[src/rtl/lsu_port.sv]
// Single-outstanding load/store port: checks alignment, holds a size-encoded request
// until grant or timeout, then pulses done for one cycle with the extended load result.
module lsu_port #(
  parameter int unsigned TIMEOUT = 16
) (
  input  logic        clk_i,
  input  logic        rst_ni,
  input  logic        lsu_valid_i,
  input  logic        lsu_we_i,
  input  logic [2:0]  lsu_funct3_i,
  input  logic [31:0] lsu_addr_i,
  input  logic [31:0] lsu_wdata_i,
  output logic        lsu_busy_o,
  output logic        lsu_done_o,
  output logic [31:0] lsu_rdata_o,
  output logic        lsu_misalign_o,
  output logic        lsu_err_o,
  output logic        mem_req_o,
  input  logic        mem_gnt_i,
  output logic        mem_we_o,
  output logic [31:0] mem_addr_o,
  output logic [1:0]  mem_hb_o,
  output logic [31:0] mem_wdata_o,
  input  logic [31:0] mem_rdata_i
);

  localparam int unsigned CNT_W = 8;
  localparam logic [CNT_W-1:0] CNT_LAST = CNT_W'(TIMEOUT - 1);

  typedef enum logic [1:0] {
    IDLE = 2'd0,
    REQ  = 2'd1,
    DONE = 2'd2
  } state_e;

  state_e           state_q, state_d;
  logic [CNT_W-1:0] cnt_q, cnt_d;
  logic [2:0]       funct3_q, funct3_d;
  logic             busy_q, busy_d;
  logic             done_q, done_d;
  logic [31:0]      rdata_q, rdata_d;
  logic             misalign_q, misalign_d;
  logic             err_q, err_d;
  logic             req_q, req_d;
  logic             we_q, we_d;
  logic [31:0]      addr_q, addr_d;
  logic [1:0]       hb_q, hb_d;
  logic [31:0]      wdata_q, wdata_d;

  logic [1:0]       acc_hb;
  logic             acc_aligned;
  logic [31:0]      acc_wdata;
  logic [31:0]      load_ext;

  // Size decode of the incoming access; unlisted funct3 codes fall into the word case.
  always_comb begin
    acc_hb      = 2'b10;
    acc_aligned = (lsu_addr_i[1:0] == 2'b00);
    acc_wdata   = lsu_wdata_i;
    unique case (lsu_funct3_i[1:0])
      2'b00: begin
        acc_hb      = 2'b00;
        acc_aligned = 1'b1;
        acc_wdata   = {24'h0, lsu_wdata_i[7:0]};
      end
      2'b01: begin
        acc_hb      = 2'b01;
        acc_aligned = ~lsu_addr_i[0];
        acc_wdata   = {16'h0, lsu_wdata_i[15:0]};
      end
      default: ;
    endcase
  end

  // funct3[2] selects zero-extension for the sub-word loads.
  always_comb begin
    unique case (funct3_q[1:0])
      2'b00:   load_ext = {{24{~funct3_q[2] & mem_rdata_i[7]}}, mem_rdata_i[7:0]};
      2'b01:   load_ext = {{16{~funct3_q[2] & mem_rdata_i[15]}}, mem_rdata_i[15:0]};
      default: load_ext = mem_rdata_i;
    endcase
  end

  always_comb begin
    state_d    = state_q;
    cnt_d      = cnt_q;
    funct3_d   = funct3_q;
    we_d       = we_q;
    addr_d     = addr_q;
    hb_d       = hb_q;
    wdata_d    = wdata_q;
    rdata_d    = rdata_q;
    done_d     = 1'b0;
    misalign_d = 1'b0;
    err_d      = 1'b0;
    unique case (state_q)
      IDLE: begin
        if (lsu_valid_i) begin
          if (acc_aligned) begin
            state_d  = REQ;
            cnt_d    = '0;
            funct3_d = lsu_funct3_i;
            we_d     = lsu_we_i;
            addr_d   = lsu_addr_i;
            hb_d     = acc_hb;
            wdata_d  = acc_wdata;
          end else begin
            state_d    = DONE;
            done_d     = 1'b1;
            misalign_d = 1'b1;
            rdata_d    = '0;
          end
        end
      end
      REQ: begin
        // A grant on the last counted cycle still completes normally.
        if (mem_gnt_i) begin
          state_d = DONE;
          done_d  = 1'b1;
          rdata_d = we_q ? 32'h0 : load_ext;
        end else if (cnt_q == CNT_LAST) begin
          state_d = DONE;
          done_d  = 1'b1;
          err_d   = 1'b1;
          rdata_d = '0;
        end else begin
          cnt_d = cnt_q + CNT_W'(1);
        end
      end
      DONE:    state_d = IDLE;
      default: state_d = IDLE;
    endcase
    busy_d = (state_d != IDLE);
    req_d  = (state_d == REQ);
  end

  always_ff @(posedge clk_i or negedge rst_ni) begin
    if (!rst_ni) begin
      state_q    <= IDLE;
      cnt_q      <= '0;
      funct3_q   <= '0;
      busy_q     <= 1'b0;
      done_q     <= 1'b0;
      rdata_q    <= '0;
      misalign_q <= 1'b0;
      err_q      <= 1'b0;
      req_q      <= 1'b0;
      we_q       <= 1'b0;
      addr_q     <= '0;
      hb_q       <= '0;
      wdata_q    <= '0;
    end else begin
      state_q    <= state_d;
      cnt_q      <= cnt_d;
      funct3_q   <= funct3_d;
      busy_q     <= busy_d;
      done_q     <= done_d;
      rdata_q    <= rdata_d;
      misalign_q <= misalign_d;
      err_q      <= err_d;
      req_q      <= req_d;
      we_q       <= we_d;
      addr_q     <= addr_d;
      hb_q       <= hb_d;
      wdata_q    <= wdata_d;
    end
  end

  assign lsu_busy_o     = busy_q;
  assign lsu_done_o     = done_q;
  assign lsu_rdata_o    = rdata_q;
  assign lsu_misalign_o = misalign_q;
  assign lsu_err_o      = err_q;
  assign mem_req_o      = req_q;
  assign mem_we_o       = we_q;
  assign mem_addr_o     = addr_q;
  assign mem_hb_o       = hb_q;
  assign mem_wdata_o    = wdata_q;

endmodule

[config.mk]
export PLATFORM = sky130hd
export DESIGN_NAME = lsu_port
export DESIGN_NICKNAME = d
export VERILOG_FILES = /design/src/rtl/lsu_port.sv
export SDC_FILE = /design/constraint.sdc
export NUM_CORES = 1
export LEC_CHECK = 0
export BUFFER_PORTS_ARGS = -buffer_cell sky130_fd_sc_hd__buf_2
export CORE_MARGIN = 2
export CORE_UTILIZATION = 47
export DETAILED_ROUTE_END_ITERATION = 8
export PLACE_DENSITY = 0.88
export SLEW_MARGIN = 5
export SYNTH_ARGS = -nofsm -noshare
export SYNTH_HDL_FRONTEND = slang
export SYNTH_SLANG_ARGS = --single-unit
[constraint.sdc]
create_clock -name clk_i -period 1.9 [get_ports clk_i]
set_input_delay 0.095 -clock clk_i [delete_from_list [all_inputs] [get_ports clk_i]]
set_output_delay 0.095 -clock clk_i [all_outputs]
set_load 0.005 [all_outputs]
After elaboration in Yosys (flattened, before gate mapping)
Cells that the tools add are included.
{"block": "op_classes", "eq_ne": 11, "bitwise_logic": 4, "n_addsub": 1, "n_mux": 28, "n_reduce_logical": 9}
{"cell": "32-bit case mux with 2 select lines", "n": 3}
{"cell": "32-bit 2-to-1 mux", "n": 5}
{"cell": "8-bit 2-to-1 mux", "n": 4}
{"cell": "8-bit case mux with 2 select lines", "n": 1}
{"cell": "2-bit inequality test, second input constant", "n": 5}
{"cell": "8-bit by 1-bit adder with 8-bit output, second input constant", "n": 1}
{"cell": "2-bit by 1-bit == test with 1-bit output, second input constant", "n": 4}
{"cell": "8-bit by 4-bit == test with 1-bit output, second input constant", "n": 1}
{"cell": "2-bit logical NOT", "n": 4}
{"cell": "2-bit 2-to-1 mux", "n": 4}
{"cell": "2-bit case mux with 2 select lines", "n": 2}
{"cell": "1-bit 2-to-1 mux", "n": 7}
{"cell": "5-bit AND reduction", "n": 1}
{"cell": "1-bit case mux with 2 select lines", "n": 2}
{"cell": "4-bit AND reduction", "n": 1}
{"cell": "2-bit nonzero test", "n": 2}
{"cell": "3-bit inequality test, second input constant", "n": 1}
{"cell": "3-bit AND reduction", "n": 1}
{"cell": "1-bit AND", "n": 2}
{"cell": "1-bit inverter", "n": 2}
{"block": "totals", "output_inout_bits": 104, "wordCells": 66, "reg_bits": 117, "in_bits": 104}

Longest topological paths before layout
Gate-level depths: netlist (run 1).
{"block": "logic_depth", "ltp_word": 6, "ltp_mapped": 6, "depth_no_buf": 5}

Worst setup path after synthesis (run 1)
No wires, ideal clock.
{"block": "synth_timing", "path_kind": "register -> register", "startpoint": "reg cnt_q[4]", "endpoint": "reg rdata_q[14], in the netlist lsu_rdata_o[14]", "t_arrival_ns": 1.546, "path_stages_with_launch": 6, "required_time_ns": 1.779, "synth_period_minus_slack_ns": 1.667, "path_buffers": 1, "slack_ns": 0.233, "setup_time_ns": 0.121, "cell_sequence": "dfrtp_1 -> or4_4 -> o21bai_2 -> a21oi_2 -> buf_6 -> a22o_1"}
{"block": "synth_between", "elab_chain_cells": 3}
{"item": "from (decl)", "line": "37", "source": "logic [CNT_W-1:0] cnt_q, cnt_d;"}
{"item": "from (signal assigned)", "line": "154", "source": "cnt_q <= cnt_d;"}
{"item": "8-bit by 4-bit == test with 1-bit output", "line": "121", "source": "end else if (cnt_q == CNT_LAST) begin"}
{"item": "3-bit inequality test (no source line)"}
{"item": "4-bit AND reduction (no source line)"}
{"item": "to (signal assigned)", "line": "158", "source": "rdata_q <= rdata_d;"}
{"item": "to (decl)", "line": "41", "source": "logic [31:0] rdata_q, rdata_d;"}
No other way between the ends.
A chain may end at the register's enable or synchronous reset.

Worst setup path after layout (run 1)
{"block": "layout_timing", "startpoint": "reg cnt_q[4]", "endpoint": "reg rdata_q[12], in the netlist lsu_rdata_o[12]"}
Same word-level chain as after synthesis.

==> results of run 1 <==
what timing repair did:
action,CTS,global route
endpoints found under the setup margin,0,21
endpoints found under the hold margin,219,0
hold buffers,101,0
setup buffers,0,0
resized for setup,0,3
power by group through the flow:
| stage | Sequential, W | Clock, W | Combinational [W] |
|---|---|---|---|
| 3_5_place_dp | 0.00366 | 0 | 0.00211 |
| 2_1_floorplan | 0.00369 | 0 | 0.000915 |
| 4_1_cts | 0.00364 | 0.00316 | 0.00230 |
| 5_1_grt | 0.00375 | 0.00329 | 0.00261 |
| 6_report | 0.00369 | 0.00310 | 0.00240 |
| 3_3_place_gp | 0.00363 | 0 | 0.00200 |
cells in the mapped netlist:
| cell | n | area [µm²] |
|---|---|---|
| o21bai_2 | 1 | 11.3 |
| o21ai_1 | 1 | 5.00 |
| or2_2 | 1 | 6.26 |
| o2bb2ai_1 | 16 | 140 |
| a21oi_2 | 1 | 8.76 |
| o211ai_1 | 2 | 15.0 |
| buf_1 | 3 | 11.3 |
| nor4_1 | 1 | 6.26 |
| a21oi_1 | 2 | 10.0 |
| nor3b_1 | 1 | 7.51 |
| clkbuf_1 | 19 | 71.3 |
| or3b_1 | 1 | 8.76 |
| clkbuf_2 | 1 | 5.00 |
| or2_0 | 1 | 6.26 |
| ha_1 | 1 | 12.5 |
| mux2i_1 | 1 | 10.0 |
| xnor2_1 | 3 | 26.3 |
| nand2_1 | 197 | 739 |
| and3b_1 | 1 | 8.76 |
| o21bai_1 | 1 | 7.51 |
| dfrtp_1 | 117 | 2930 |
| o21ai_0 | 13 | 65.1 |
| or4_4 | 1 | 11.3 |
| and3_1 | 1 | 6.26 |
| or3_1 | 1 | 6.26 |
| nor3_1 | 3 | 15.0 |
| buf_6 | 2 | 22.5 |
| inv_1 | 4 | 15.0 |
| and2b_1 | 1 | 7.51 |
| nand3_1 | 29 | 145 |
| or3b_2 | 1 | 8.76 |
| buf_2 | 5 | 25.0 |
| nand2b_1 | 2 | 12.5 |
| or4b_2 | 1 | 10.0 |
| o31ai_1 | 2 | 15.0 |
| nor2_1 | 5 | 18.8 |
| nor2b_1 | 16 | 100 |
| a22o_1 | 16 | 140 |
stage by stage:
step | util, % | hold slack (ps) | total power [W] | worst slack (ps)
floorplan | - | -201 | 0.00461 | 233
global placement | 60.4 | 31.8 | 0.00563 | 202
detailed placement | 60.4 | 33.0 | 0.00577 | 115
CTS | 76.7 | 22.0 | 0.00910 | 29.7
global route | 76.9 | 85.5 | 0.00965 | 25.0
finish | 76.9 | 64.7 | 0.00919 | 66.7
flip-flops by register name (all words and copies together) (netlist names):
register,count
lsu_misalign_o,1
mem_hb_o,2
lsu_busy_o,1
state_q,2
lsu_done_o,1
lsu_err_o,1
mem_wdata_o,32
cnt_q,8
mem_req_o,1
mem_addr_o,32
funct3_q,3
mem_we_o,1
lsu_rdata_o,32
worst min-delay path by stage:
stage                            endpoint  depth (start not counted)  slack (ps)
after global placement     mem_addr_o[16]                          1          30
after CTS                  lsu_misalign_o                          4          20
final                     mem_wdata_o[25]                          2          60
after floorplan                  cnt_q[0]                          0        -200
after global routing      mem_wdata_o[25]                          2          90
after detailed placement   mem_addr_o[16]                          1          30
cell families after synthesis:
kind of cell,share of synthesized area (%)
fa+ha+maj,0.268
buf+inv,3.22
flops,62.7
compound gates,8.95
mux,0.214
xor+xnor,0.563
simple gates,24.1
metal layers:
layer  track usage (%)  vias up
li1                  -     2176
met1              32.8     2367
met2              52.6      301
met3              8.24       77
met4              16.4        0
met5                 0        -
worst max-delay path, stage by stage, from the launching register on:
cell and delay [ps]:
dfrtp_1 430, or4_4 610, o21bai_2 150, a21oi_2 90
buf_12 180, a22o_1 260
cell type report:
cell class / instances / area, µm²
multi-input combinational: 324 / 1610
fill: 557 / 2250
clock inverter: 9 / 126
sequential: 117 / 2930
inverter: 4 / 15.0
clock buffer: 23 / 457
timing repair buffer: 320 / 2180
tap: 133 / 166
layout by cell type, fill, tap and decap left out, types with 3 or more instances in the layout:
| cell type | instances |
|---|---|
| a22o_1 | 16 |
| buf_2 | 206 |
| nand3_1 | 28 |
| clkbuf_1 | 4 |
| clkinv_2 | 4 |
| dlygate4sd3_1 | 101 |
| nor3_1 | 3 |
| clkbuf_8 | 3 |
| nor2_1 | 5 |
| xnor2_1 | 3 |
| o21ai_0 | 13 |
| inv_1 | 4 |
| nand2_1 | 197 |
| buf_4 | 10 |
| bufinv_16 | 3 |
| o2bb2ai_1 | 16 |
| nor2b_1 | 16 |
| clkbuf_16 | 16 |
| dfrtp_1 | 117 |
| buf_12 | 3 |
==> results.txt, run 1 <==
----------------------------------------------------
[Run status]
  Run status ... completed

[Logic synthesis]
  Sequential share of the synthesized area ... a little over three fifths
  Synth Instances ... around 480
  Distinct cell type count after synthesis ... 38
  Cell area after synthesis ... between 0.004 and 0.005 mm²
  Number of synthesis warnings ... 0
  Post-synthesis register bit count ... around 120
  Average cell area after synthesis ... approximately 9.8 µm²
  Synth Net Count ... 580

[Global routing]
  Congestion Overflow GR ... 0
  Antenna violations before repair ... 0
  Global Route Usage Sum ... between 20% and 30%
  Global-route wire length before repair ... around 26 mm
  Pin count of the biggest net entering global routing ... 67
  Vias in the first global route ... 5211

[Floorplanning]
  Die W ... just over 100 µm
  Placeable core region ... 0.00973 mm²
  Floorplan row count ... 36
  Area enclosed by the die boundary ... 0.0107 mm²
  Initial core utilization ... 48.0%
  Die outline height ... 104 µm
  Number of top-level pins ... ~210

[Route]
  Routed Wire Length ... roughly 16 mm
  Number of vias per cell after detailed routing ... 5.29
  Number of DRC violations after detailed routing ... 0
  Drt wl/cell ... around 17 µm
  First drt pass iteration count ... 6
  Met2 wirelength from detailed routing ... approximately 8.5 mm
  Uppermost layer routed ... met4
  Sum of met3 wire segment lengths after detailed routing ... ~1.1 mm
  Wl on met1 ... 5.59 mm
  Routed vias ... roughly 4900
  Antenna Nets Post-Route ... 0
  Number of design-rule violations left by the first detailed-router iteration ... ~430

[Placed design]
  Placed Cells incl. Taps ... between 700 and 800
  DP HPWL ... between 8 and 9 mm
  Placed cell areas ... 0.00587 mm²
  Number of port buffers ... 207
  Weighted congestion at the end of routability-driven global placement ... about 0.8

[Finish]
  Layout overhead on the synthesized area ... 60.2%
  Net count reported at finish ... roughly 890
  Share of post-route cells with drive strength above 1 ... 32.4%
  Number of cells in the finished layout apart from fillers ... between 900 and 1000
  Final standard cell area without fillers ... approximately 0.0075 mm²
  Antenna diode instance count ... 0

[Setup path]
  Class of the most critical setup path ... reg2reg
  Worst r2r src ... cnt_q[4]
  Endpoint of the most critical register-to-register path ... lsu_rdata_o[12]
  Required time at the worst-slack endpoint ... around 2300 ps
  Top fanout value on the critical path ... 34
  End point of the critical path ... lsu_rdata_o[12]
  Slack of the worst reg-to-reg path ... approximately 67 ps
  Arrival time of the worst setup path ... roughly 2200 ps
  Crit start category ... flip-flop
  Worst reg-to-reg path cell count ... 5
  Critical Path End Type ... flip-flop
  Worst setup startpoint ... cnt_q[4]

[STA]
  Share of the clock period used by the worst path ... between 90% and 100%
  Number of pins exceeding their max-slew limit in the final report ... 0
  Worst slew pin tran ... just under 700 ps
  Slew headroom ... about 55%
  Total negative slack ... 0 ps
  Finish-stage setup viols ... 0
  Maximum operating frequency ... between 500 and 600 MHz
  Worst setup skew after layout ... between 8 and 9 ps
  RSZ-0062 raised after global routing ... false
  Post-layout min period ... approximately 1800 ps
  Fin. Hold Viols ... 0

[Pwr]
  Power per standard cell area ... about 1200 mW/mm²
  Static leakage power ... around 4 nW
  Logic gate share of total power ... a little over a quarter
  Power share of the sequential group ... between 40% and 50%
  Fraction of power spent switching nets ... between 30 and 40%
  Part of the power in the clock network ... about a third
  Switching power summed over all nets ... between 0.002 and 0.003 W
  Internal Power ... ~0.0064 W
  Worst ir drop on vdd ... 0.000697 V

[Clock tree]
  CTS max path bufs ... 2
  CTS Root Cell ... clkbuf_8
  Clock buffers created by TritonCTS ... 17
  CTS sink cnt ... about 120
  Number of H-tree levels ... 4
  Clock slew at the register clock pins of the worst setup and hold paths ... 60 ps
  Clock Latency Late Sink ... ~500 ps
  CTS tree ... yes

[Flow run]
  Max-cap viol count ... 0

[Worst hold path]
  Min-delay worst type ... in2async

----------------------------------------------------
No activity file was read; power rests on OpenSTA's default activity.
==> run 2, diff against run 1 <==
--- a/config.mk
+++ b/config.mk
@@ -6,10 +6,12 @@
 export NUM_CORES = 1
 export LEC_CHECK = 0
 export BUFFER_PORTS_ARGS = -buffer_cell sky130_fd_sc_hd__buf_2
+export CELL_PAD_IN_SITES_DETAIL_PLACEMENT = 1
+export CELL_PAD_IN_SITES_GLOBAL_PLACEMENT = 2
 export CORE_MARGIN = 2
-export CORE_UTILIZATION = 47
+export CORE_UTILIZATION = 27
 export DETAILED_ROUTE_END_ITERATION = 8
-export PLACE_DENSITY = 0.88
+export PLACE_DENSITY = 0.87
 export SLEW_MARGIN = 5
 export SYNTH_ARGS = -nofsm -noshare
 export SYNTH_HDL_FRONTEND = slang
==> run 2 against run 1 <==
  * Count of clock-buffer cells in the layout is the same
  * Hold slack is essentially flat
  * Final cell count grew 9.0%
  * Sequential share of layout area shrank 0.56 points
  * Global-route usage shrank 12 points
  * Highest routed layer unchanged
==> results.txt, run 2 (synthesis gave the netlist of run 1 again) <==
----------------------------------------------------
[Global routing]
  Global-route wire length before repair ... 25.4 mm (was 25.6 mm)
  Vias in the first global route ... 5053 (was 5211)
  Antenna violations before repair ... 0 (unchanged)
  Congestion Overflow GR ... 0 (unchanged)
  Global Route Usage Sum ... 17.8% (was 30.0%)
  Pin count of the biggest net entering global routing ... 118 (was 67)

[Floorplanning]
  Floorplan row count ... 48 (was 36)
  Initial core utilization ... 27.3% (was 48.0%)
  Die outline height ... 136 µm (was 104 µm)
  Placeable core region ... 0.0171 mm² (was 0.00973 mm²)
  Number of top-level pins ... 208 (unchanged)
  Die W ... 136 µm (was 104 µm)
  Area enclosed by the die boundary ... 0.0184 mm² (was 0.0107 mm²)

[STA]
  Fin. Hold Viols ... 0 (unchanged)
  Share of the clock period used by the worst path ... 93.9% (was 96.5%)
  Number of pins exceeding their max-slew limit in the final report ... 0 (unchanged)
  Worst setup skew after layout ... 9.27 ps (was 8.58 ps)
  Worst slew pin tran ... 667 ps (was 679 ps)
  Slew headroom ... 55.5% (was 54.8%)
  Finish-stage setup viols ... 0 (unchanged)
  Post-layout min period ... 1780 ps (was 1830 ps)
  Total negative slack ... 0 ps (unchanged)
  RSZ-0062 raised after global routing ... false (unchanged)
  Maximum operating frequency ... 560 MHz (was 545 MHz)

[Worst hold path]
  Min-delay worst type ... in2reg (was in2async)

[Clock tree]
  Clock Latency Late Sink ... 410 ps (was 500 ps)
  Post-CTS sizing ... 0 (unchanged)
  CTS tree ... yes (unchanged)
  Number of H-tree levels ... 4 (unchanged)
  CTS Root Cell ... clkbuf_16 (was clkbuf_8)
  CTS max path bufs ... 2 (unchanged)
  Clock buffers created by TritonCTS ... 17 (unchanged)
  Clock slew at the register clock pins of the worst setup and hold paths ... 50 ps (was 60 ps)
  CTS sink cnt ... 117 (unchanged)

[Finish]
  Number of cells in the finished layout apart from fillers ... 1014 (was 930)
  Most common cell after layout, fill and taps aside ... buf_2 (unchanged)
  Commonest cells after routing, fill and taps aside ... buf_2 (206), nand2_1 (197), dfrtp_1 (117) (unchanged)
  Share of post-route cells with drive strength above 1 ... 32.8% (was 32.4%)
  Antenna diode instance count ... 0 (unchanged)
  Layout overhead on the synthesized area ... 62.5% (was 60.2%)
  Net count reported at finish ... 882 (was 889)

[Route]
  Number of DRC violations after detailed routing ... 0 (unchanged)
  First drt pass iteration count ... 4 (was 6)
  Routed vias ... 4597 (was 4921)
  Drt wl/cell ... 15.6 µm (was 17.1 µm)
  Number of design-rule violations left by the first detailed-router iteration ... 129 (was 426)
  Number of vias per cell after detailed routing ... 4.53 (was 5.29)
  Antenna Nets Post-Route ... 0 (unchanged)
  Routed Wire Length ... 15.9 mm (about the same)

[Placed design]
  DP HPWL ... 10.4 mm (was 8.60 mm)
  Number of port buffers ... 207 (unchanged)
  Weighted congestion at the end of routability-driven global placement ... 0.764 (was 0.818)
  Placed Cells incl. Taps ... 891 (was 797)

[Pwr]
  Worst ir drop on vdd ... 0.000633 V (was 0.000697 V)
  Power per standard cell area ... 1250 mW/mm² (was 1230 mW/mm²)
  Static leakage power ... 4.10 nW (about the same)

[Setup path]
  Largest stage delay on the critical path ... 500 ps (was 610 ps)
  Ordered cell list for the critical path ... or3b_2, a21oi_1, a21oi_2, buf_12, a22o_1 (was or4_4, o21bai_2, a21oi_2, buf_12, a22o_1)
  Crit start category ... flip-flop (unchanged)
  Slowest library cell on the worst path ... or3b_2 (was or4_4)
  Top fanout value on the critical path ... 33 (was 34)
  Class of the most critical setup path ... reg2reg (unchanged)
  Required time at the worst-slack endpoint ... 2190 ps (was 2280 ps)
  Arrival time of the worst setup path ... 2070 ps (was 2210 ps)
  Critical Path End Type ... flip-flop (unchanged)

[Flow run]
  Max-cap viol count ... 0 (unchanged)

[Run status]
  Run status ... completed (unchanged)

----------------------------------------------------
-- run 2: cell types whose count changed in the layout (fill, tap and decap cells not counted), moves of 2 or more --
cell,change
clkbuf_1,-3
clkbuf_8,+2
clkinv_2,-2
dlygate4sd3_1,-9
-- run 2: worst paths after layout --
path | from | to | slack (ps) | cells after the start
worst min-delay path | mem_gnt_i | state_q[1] | 60 | 4
max in group asynchronous | rst_ni | mem_addr_o[19] | 1070 | 3
worst min register to register | mem_wdata_o[23] | mem_wdata_o[23] | 460 | 2
worst max register to register | state_q[0] | lsu_rdata_o[7] | 120 | 5
min in group asynchronous | rst_ni | cnt_q[0] | 300 | 3
worst max-delay path | state_q[0] | lsu_rdata_o[7] | 120 | 5
-- run 2: layout make-up --
type / count / area [µm²]
Clock inverter: 8 / 145
Sequential cell: 117 / 2930
Timing Repair Buffer: 313 / 2110
Fill cell: 1965 / 9530
Inverter: 4 / 15.0
Tap cell: 225 / 282
Clock buffer: 23 / 498
Multi-Input combinational cell: 324 / 1610
-- run 2: routing by layer --
layer / vias up / GRT usage [%] / wire length [µm]
li1: 2157 / - / -
met1: 2264 / 21.2 / 6610
met2: 158 / 30.6 / 8020
met3: 18 / 5.80 / 1010
met4: 0 / 5.67 / 218
met5: - / 0 / 0
-- run 2: per-stage QoR --
stage	power [W]	utilization (%)	setup slack, ps	hold WS, ps	area [µm²]
global route	0.0101	44.3	26.2	71.5	7590
detailed placement	0.00587	35.2	110	241	6020
floorplan	0.00461	-	233	-201	4670
finish	0.00945	44.3	116	64.5	7590
global placement	0.00572	35.2	172	233	6020
CTS	0.00956	44.3	91.1	39.0	7590
-- run 2: report_power, final --
group          switching (W)  internal, W
combinational        0.00117      0.00114
clock                0.00111      0.00236
sequential          0.000449      0.00322
-- run 2: timing repair --
action	CTS	global route
setup buffers	0	0
hold buffers	92	0
endpoints found under the hold margin	208	0
-- run 2: worst max-delay path: cells and delay by family (launching register included) --
kind,cells,cell delay (ps)
flip-flops,1,400
buffers and inverters,1,170
AO/OA/AOI/OAI,3,570
AND/OR/NAND/NOR,1,500
==> run 3, diff against run 2 <==
==> config.mk (replaced) <==
export PLATFORM = sky130hd
export DESIGN_NAME = lsu_port
export DESIGN_NICKNAME = d
export VERILOG_FILES = /design/src/rtl/lsu_port.sv
export SDC_FILE = /design/constraint.sdc
export NUM_CORES = 1
export LEC_CHECK = 0
export ABC_AREA = 1
export CELL_PAD_IN_SITES_DETAIL_PLACEMENT = 1
export CELL_PAD_IN_SITES_GLOBAL_PLACEMENT = 2
export CORE_MARGIN = 2
export CORE_UTILIZATION = 35
export DETAILED_ROUTE_END_ITERATION = 8
export DONT_BUFFER_PORTS = 1
export PLACE_DENSITY = 0.85
export SLEW_MARGIN = 5
export SYNTH_ARGS = -nofsm -noshare
export SYNTH_HDL_FRONTEND = slang
export SYNTH_SLANG_ARGS = --single-unit
==> run 3 against run 2 <==
  * The flow now finishes with violations (negative hold slack)
  * Critical path depth is 3 higher
  * Hold slack worse by 680 ps
  * Non-clock buffer count fell by 200
  * Cell area decreased by 11%
  * Final cell count down 16%
  * Sequential cell count is the same
  * Utilization increased by 4.1 points
  * Via count decreased by 3.3%
  * First-iteration DRC count rose by 59%
==> results.txt, run 3 <==
----------------------------------------------------
[STA]
  Worst hold slack ... -615 ps (was 64.5 ps)
  Maximum operating frequency ... 586 MHz (was 560 MHz)
  Number of pins exceeding their max-slew limit in the final report ... 0 (unchanged)
  RSZ-0062 raised after global routing ... false (unchanged)
  Share of the clock period used by the worst path ... 89.8% (was 93.9%)
  Worst setup skew after layout ... 7.94 ps (was 9.27 ps)
  Total negative slack ... 0 ps (unchanged)
  Post-layout min period ... 1710 ps (was 1780 ps)
  Worst slew pin tran ... 729 ps (was 667 ps)
  Final setup margin ... 193 ps (was 116 ps)
  Slew headroom ... 51.2% (was 55.5%)
  Finish-stage setup viols ... 0 (unchanged)
  Fin. Hold Viols ... 117 (was 0)

[Setup path]
  Worst r2r src ... cnt_q[0] (was state_q[0])
  End point of the critical path ... cnt_q[3] (was lsu_rdata_o[7])
  Arrival time of the worst setup path ... 2000 ps (was 2070 ps)
  Endpoint of the most critical register-to-register path ... cnt_q[3] (was lsu_rdata_o[7])
  Top fanout value on the critical path ... 9 (was 33)
  Slack of the worst reg-to-reg path ... 190 ps (was 120 ps)
  Critical Path End Type ... flip-flop (unchanged)
  Ordered cell list for the critical path ... ha_1, nand3_2, inv_2, nand3_1, nand2_4, nand2_4, nand2_1, nand2_1 (was or3b_2, a21oi_1, a21oi_2, buf_12, a22o_1)
  Largest stage delay on the critical path ... 470 ps (was 500 ps)
  Crit start category ... flip-flop (unchanged)
  Class of the most critical setup path ... reg2reg (unchanged)
  Worst setup startpoint ... cnt_q[0] (was state_q[0])
  Required time at the worst-slack endpoint ... 2200 ps (was 2190 ps)
  Slowest library cell on the worst path ... dfrtp_1 (was or3b_2)
  Worst reg-to-reg path cell count ... 8 (was 5)

[Logic synthesis]
  Basic-gate share of the synthesized area counting and, or, nand and nor cells ... 29.4% (was 24.1%)
  Cell area after synthesis ... 0.00506 mm² (was 0.00467 mm²)
  Main combinational cell family by area after synthesis ... simple AND/OR/NAND/NOR gates (unchanged)
  Number of enable-type register cells in the synthesized netlist ... 0 (unchanged)
  Library cell with the highest instance count after synthesis ... nand2_1 (unchanged)
  Arithmetic-cell share of the synthesized area counting full adders, half adders and majority gates ... 0.247% (was 0.268%)
  Mux contribution to synthesized area ... 0% (was 0.214%)
  Sequential share of the synthesized area ... 57.8% (was 62.7%)
  Post-synthesis register bit count ... 117 (unchanged)
  Most instantiated cells after synthesis ... nand2_1 (260), dfrtp_1 (117), nand4_1 (32) (was nand2_1 (197), dfrtp_1 (117), nand3_1 (29))
  Area fraction in compound gates after synthesis ... 6.35% (was 8.95%)
  Fraction of synthesis flops using an asynchronous set or reset pin ... 100% (unchanged)
  Synthesized-area fraction occupied by xor and xnor cells ... 0.346% (was 0.563%)
  Average cell area after synthesis ... 8.99 µm² (was 9.83 µm²)
  Most used flip-flop cell after synthesis ... dfrtp_1 (unchanged)
  Top cells by area in the synthesized netlist ... dfrtp_1 (58%), nand2_1 (19%), nand4_1 (4.0%) (was dfrtp_1 (63%), nand2_1 (16%), nand3_1 (3.1%))
  Synth Instances ... 563 (was 475)
  Distinct cell type count after synthesis ... 32 (was 38)
  Cell taking the most area after synthesis ... dfrtp_1 (unchanged)
  Synth Net Count ... 668 (was 580)
  Proportion of netlist area held by the largest area contributor ... 57.8% (was 62.7%)
  Number of synthesis warnings ... 0 (unchanged)

[Global routing]
  Pin count of the biggest net entering global routing ... 118 (unchanged)
  Layer with the highest usage after global routing ... met2 (unchanged)
  Vias in the first global route ... 4912 (was 5053)
  Met3 GRT Util ... 7.17% (was 5.80%)
  Antenna violations before repair ... 0 (unchanged)
  Global Route Usage Sum ... 21.4% (was 17.8%)
  Met1 Resource Use GR ... 24.7% (was 21.2%)
  Global routing met2 resource utilization ... 37.5% (was 30.6%)
  Global-route wire length before repair ... 26.5 mm (was 25.4 mm)
  Congestion Overflow GR ... 0 (unchanged)

[Clock tree]
  Clock Latency Late Sink ... 410 ps (about the same)
  CTS tree ... yes (unchanged)
  Hold bufs inserted after CTS ... 102 (was 92)
  Post-CTS sizing ... 0 (unchanged)
  CTS max path bufs ... 2 (unchanged)
  CTS sink cnt ... 117 (unchanged)
  Clock slew at the register clock pins of the worst setup and hold paths ... 60 ps (was 50 ps)
  CTS Root Cell ... clkbuf_16 (unchanged)
  Clock buffers created by TritonCTS ... 17 (unchanged)
  Number of H-tree levels ... 4 (unchanged)
  Setup bufs post-CTS ... 0 (unchanged)

[Floorplanning]
  Initial core utilization ... 36.2% (was 27.3%)
  Die outline height ... 124 µm (was 136 µm)
  Placeable core region ... 0.0140 mm² (was 0.0171 mm²)
  Floorplan row count ... 43 (was 48)
  Number of top-level pins ... 208 (unchanged)
  Area enclosed by the die boundary ... 0.0154 mm² (was 0.0184 mm²)
  Die W ... 124 µm (was 136 µm)

[Pwr]
  Worst ir drop on vdd ... 0.000652 V (was 0.000633 V)
  Power per standard cell area ... 1310 mW/mm² (was 1250 mW/mm²)
  Static leakage power ... 3.36 nW (was 4.10 nW)

[Placed design]
  Placed cell areas ... 0.00514 mm² (was 0.00602 mm²)
  Placement-stage worst setup slack ... 257 ps (was 110 ps)
  DP HPWL ... 9.74 mm (was 10.4 mm)
  Weighted congestion at the end of routability-driven global placement ... 0.782 (was 0.764)
  Number of port buffers ... 0 (was 207)

[Route]
  Antenna Nets Post-Route ... 0 (unchanged)
  Number of design-rule violations left by the first detailed-router iteration ... 205 (was 129)
  Routed Wire Length ... 16.3 mm (was 15.9 mm)
  Routed vias ... 4445 (was 4597)
  Number of DRC violations after detailed routing ... 0 (unchanged)
  Drt wl/cell ... 19.0 µm (was 15.6 µm)
  First drt pass iteration count ... 4 (unchanged)
  Number of vias per cell after detailed routing ... 5.19 (was 4.53)

[Worst hold path]
  Min-delay worst type ... in2async (was in2reg)

[Finish]
  Filler Cells Inserted ... 1596 (was 1965)
  Area taken by multi-input logic gates ... 0.00184 mm² (was 0.00161 mm²)
  Final standard cell area without fillers ... 0.00678 mm² (was 0.00759 mm²)
  Sequential cell area ... 0.00293 mm² (unchanged)
  Share of post-route cells with drive strength above 1 ... 9.19% (was 32.8%)
  Commonest cells after routing, fill and taps aside ... nand2_1 (260), dfrtp_1 (117), dlygate4sd3_1 (102) (was buf_2 (206), nand2_1 (197), dfrtp_1 (117))
  Layout overhead on the synthesized area ... 33.9% (was 62.5%)
  Most common cell after layout, fill and taps aside ... nand2_1 (was buf_2)
  Post-Route Utilization ... 48.4% (was 44.3%)
  Net count reported at finish ... 767 (was 882)

[Run status]
  Run status ... finished with violations (was completed)
  Failing checks ... negative hold slack

[Flow run]
  Max-cap viol count ... 0 (unchanged)

----------------------------------------------------
==> run 3: routing by layer <==
metal | wire length, µm | up-vias
met2 | 8560 | 153
met4 | 283 | 0
met5 | 0 | -
met3 | 1000 | 25
met1 | 6410 | 2243
li1 | - | 2024
==> run 3: cell type report <==
type	count	area share, %
multi-input combinational	398	27.1
antenna	1	0.0369
sequential	117	43.2
clock inverter	13	2.29
inverter	15	0.831
clock buffer	19	6.69
tap	180	3.32
timing repair buffer	113	16.5
==> run 3: kinds of logic (layout without fill, tap and decap cells) <==
| logic type | after synthesis | count (layout) |
|---|---|---|
| simple gates | 340 | 340 |
| flops | 117 | 117 |
| compound gates | 55 | 55 |
| buf+inv | 48 | 160 |
| xor+xnor | 2 | 2 |
| fa+ha+maj | 1 | 1 |
| other cells | 0 | 1 |
==> run 3: worst max-delay path, delay by kind of cell, from the launching register on <==
kind,cells,cell delay (ps)
DFF,1,470
adders and majority gates,1,240
buffers and inverters,1,100
and+or+nand+nor,6,770
==> run 3: how the worst min path moves through the flow <==
| stage | from | end | slack [ps] | cells past startpoint |
|---|---|---|---|---|
| after floorplan | rst_ni | cnt_q[0] | -200 | 0 |
| after global placement | rst_ni | lsu_misalign_o | -200 | 0 |
| after detailed placement | rst_ni | lsu_rdata_o[28] | -200 | 0 |
| after CTS | rst_ni | lsu_err_o | -640 | 0 |
| after global routing | rst_ni | state_q[1] | -650 | 0 |
| final | rst_ni | mem_wdata_o[11] | -620 | 0 |
==> run 3: report_power, final <==
group	switching [W]	leakage (nW)	internal, W
Sequential	0.000766	1.52	0.00327
Combinational	0.000924	1.55	0.000622
Clock	0.00117	0.295	0.00212
Total	0.00286	3.36	0.00602
==> run 3: through the flow <==
stage	instances	power, W
2_1_floorplan	563	0.00493
3_3_place_gp	721	0.00526
3_5_place_dp	721	0.00539
4_1_cts	855	0.00889
5_1_grt	855	0.00939
6_report	856	0.00888
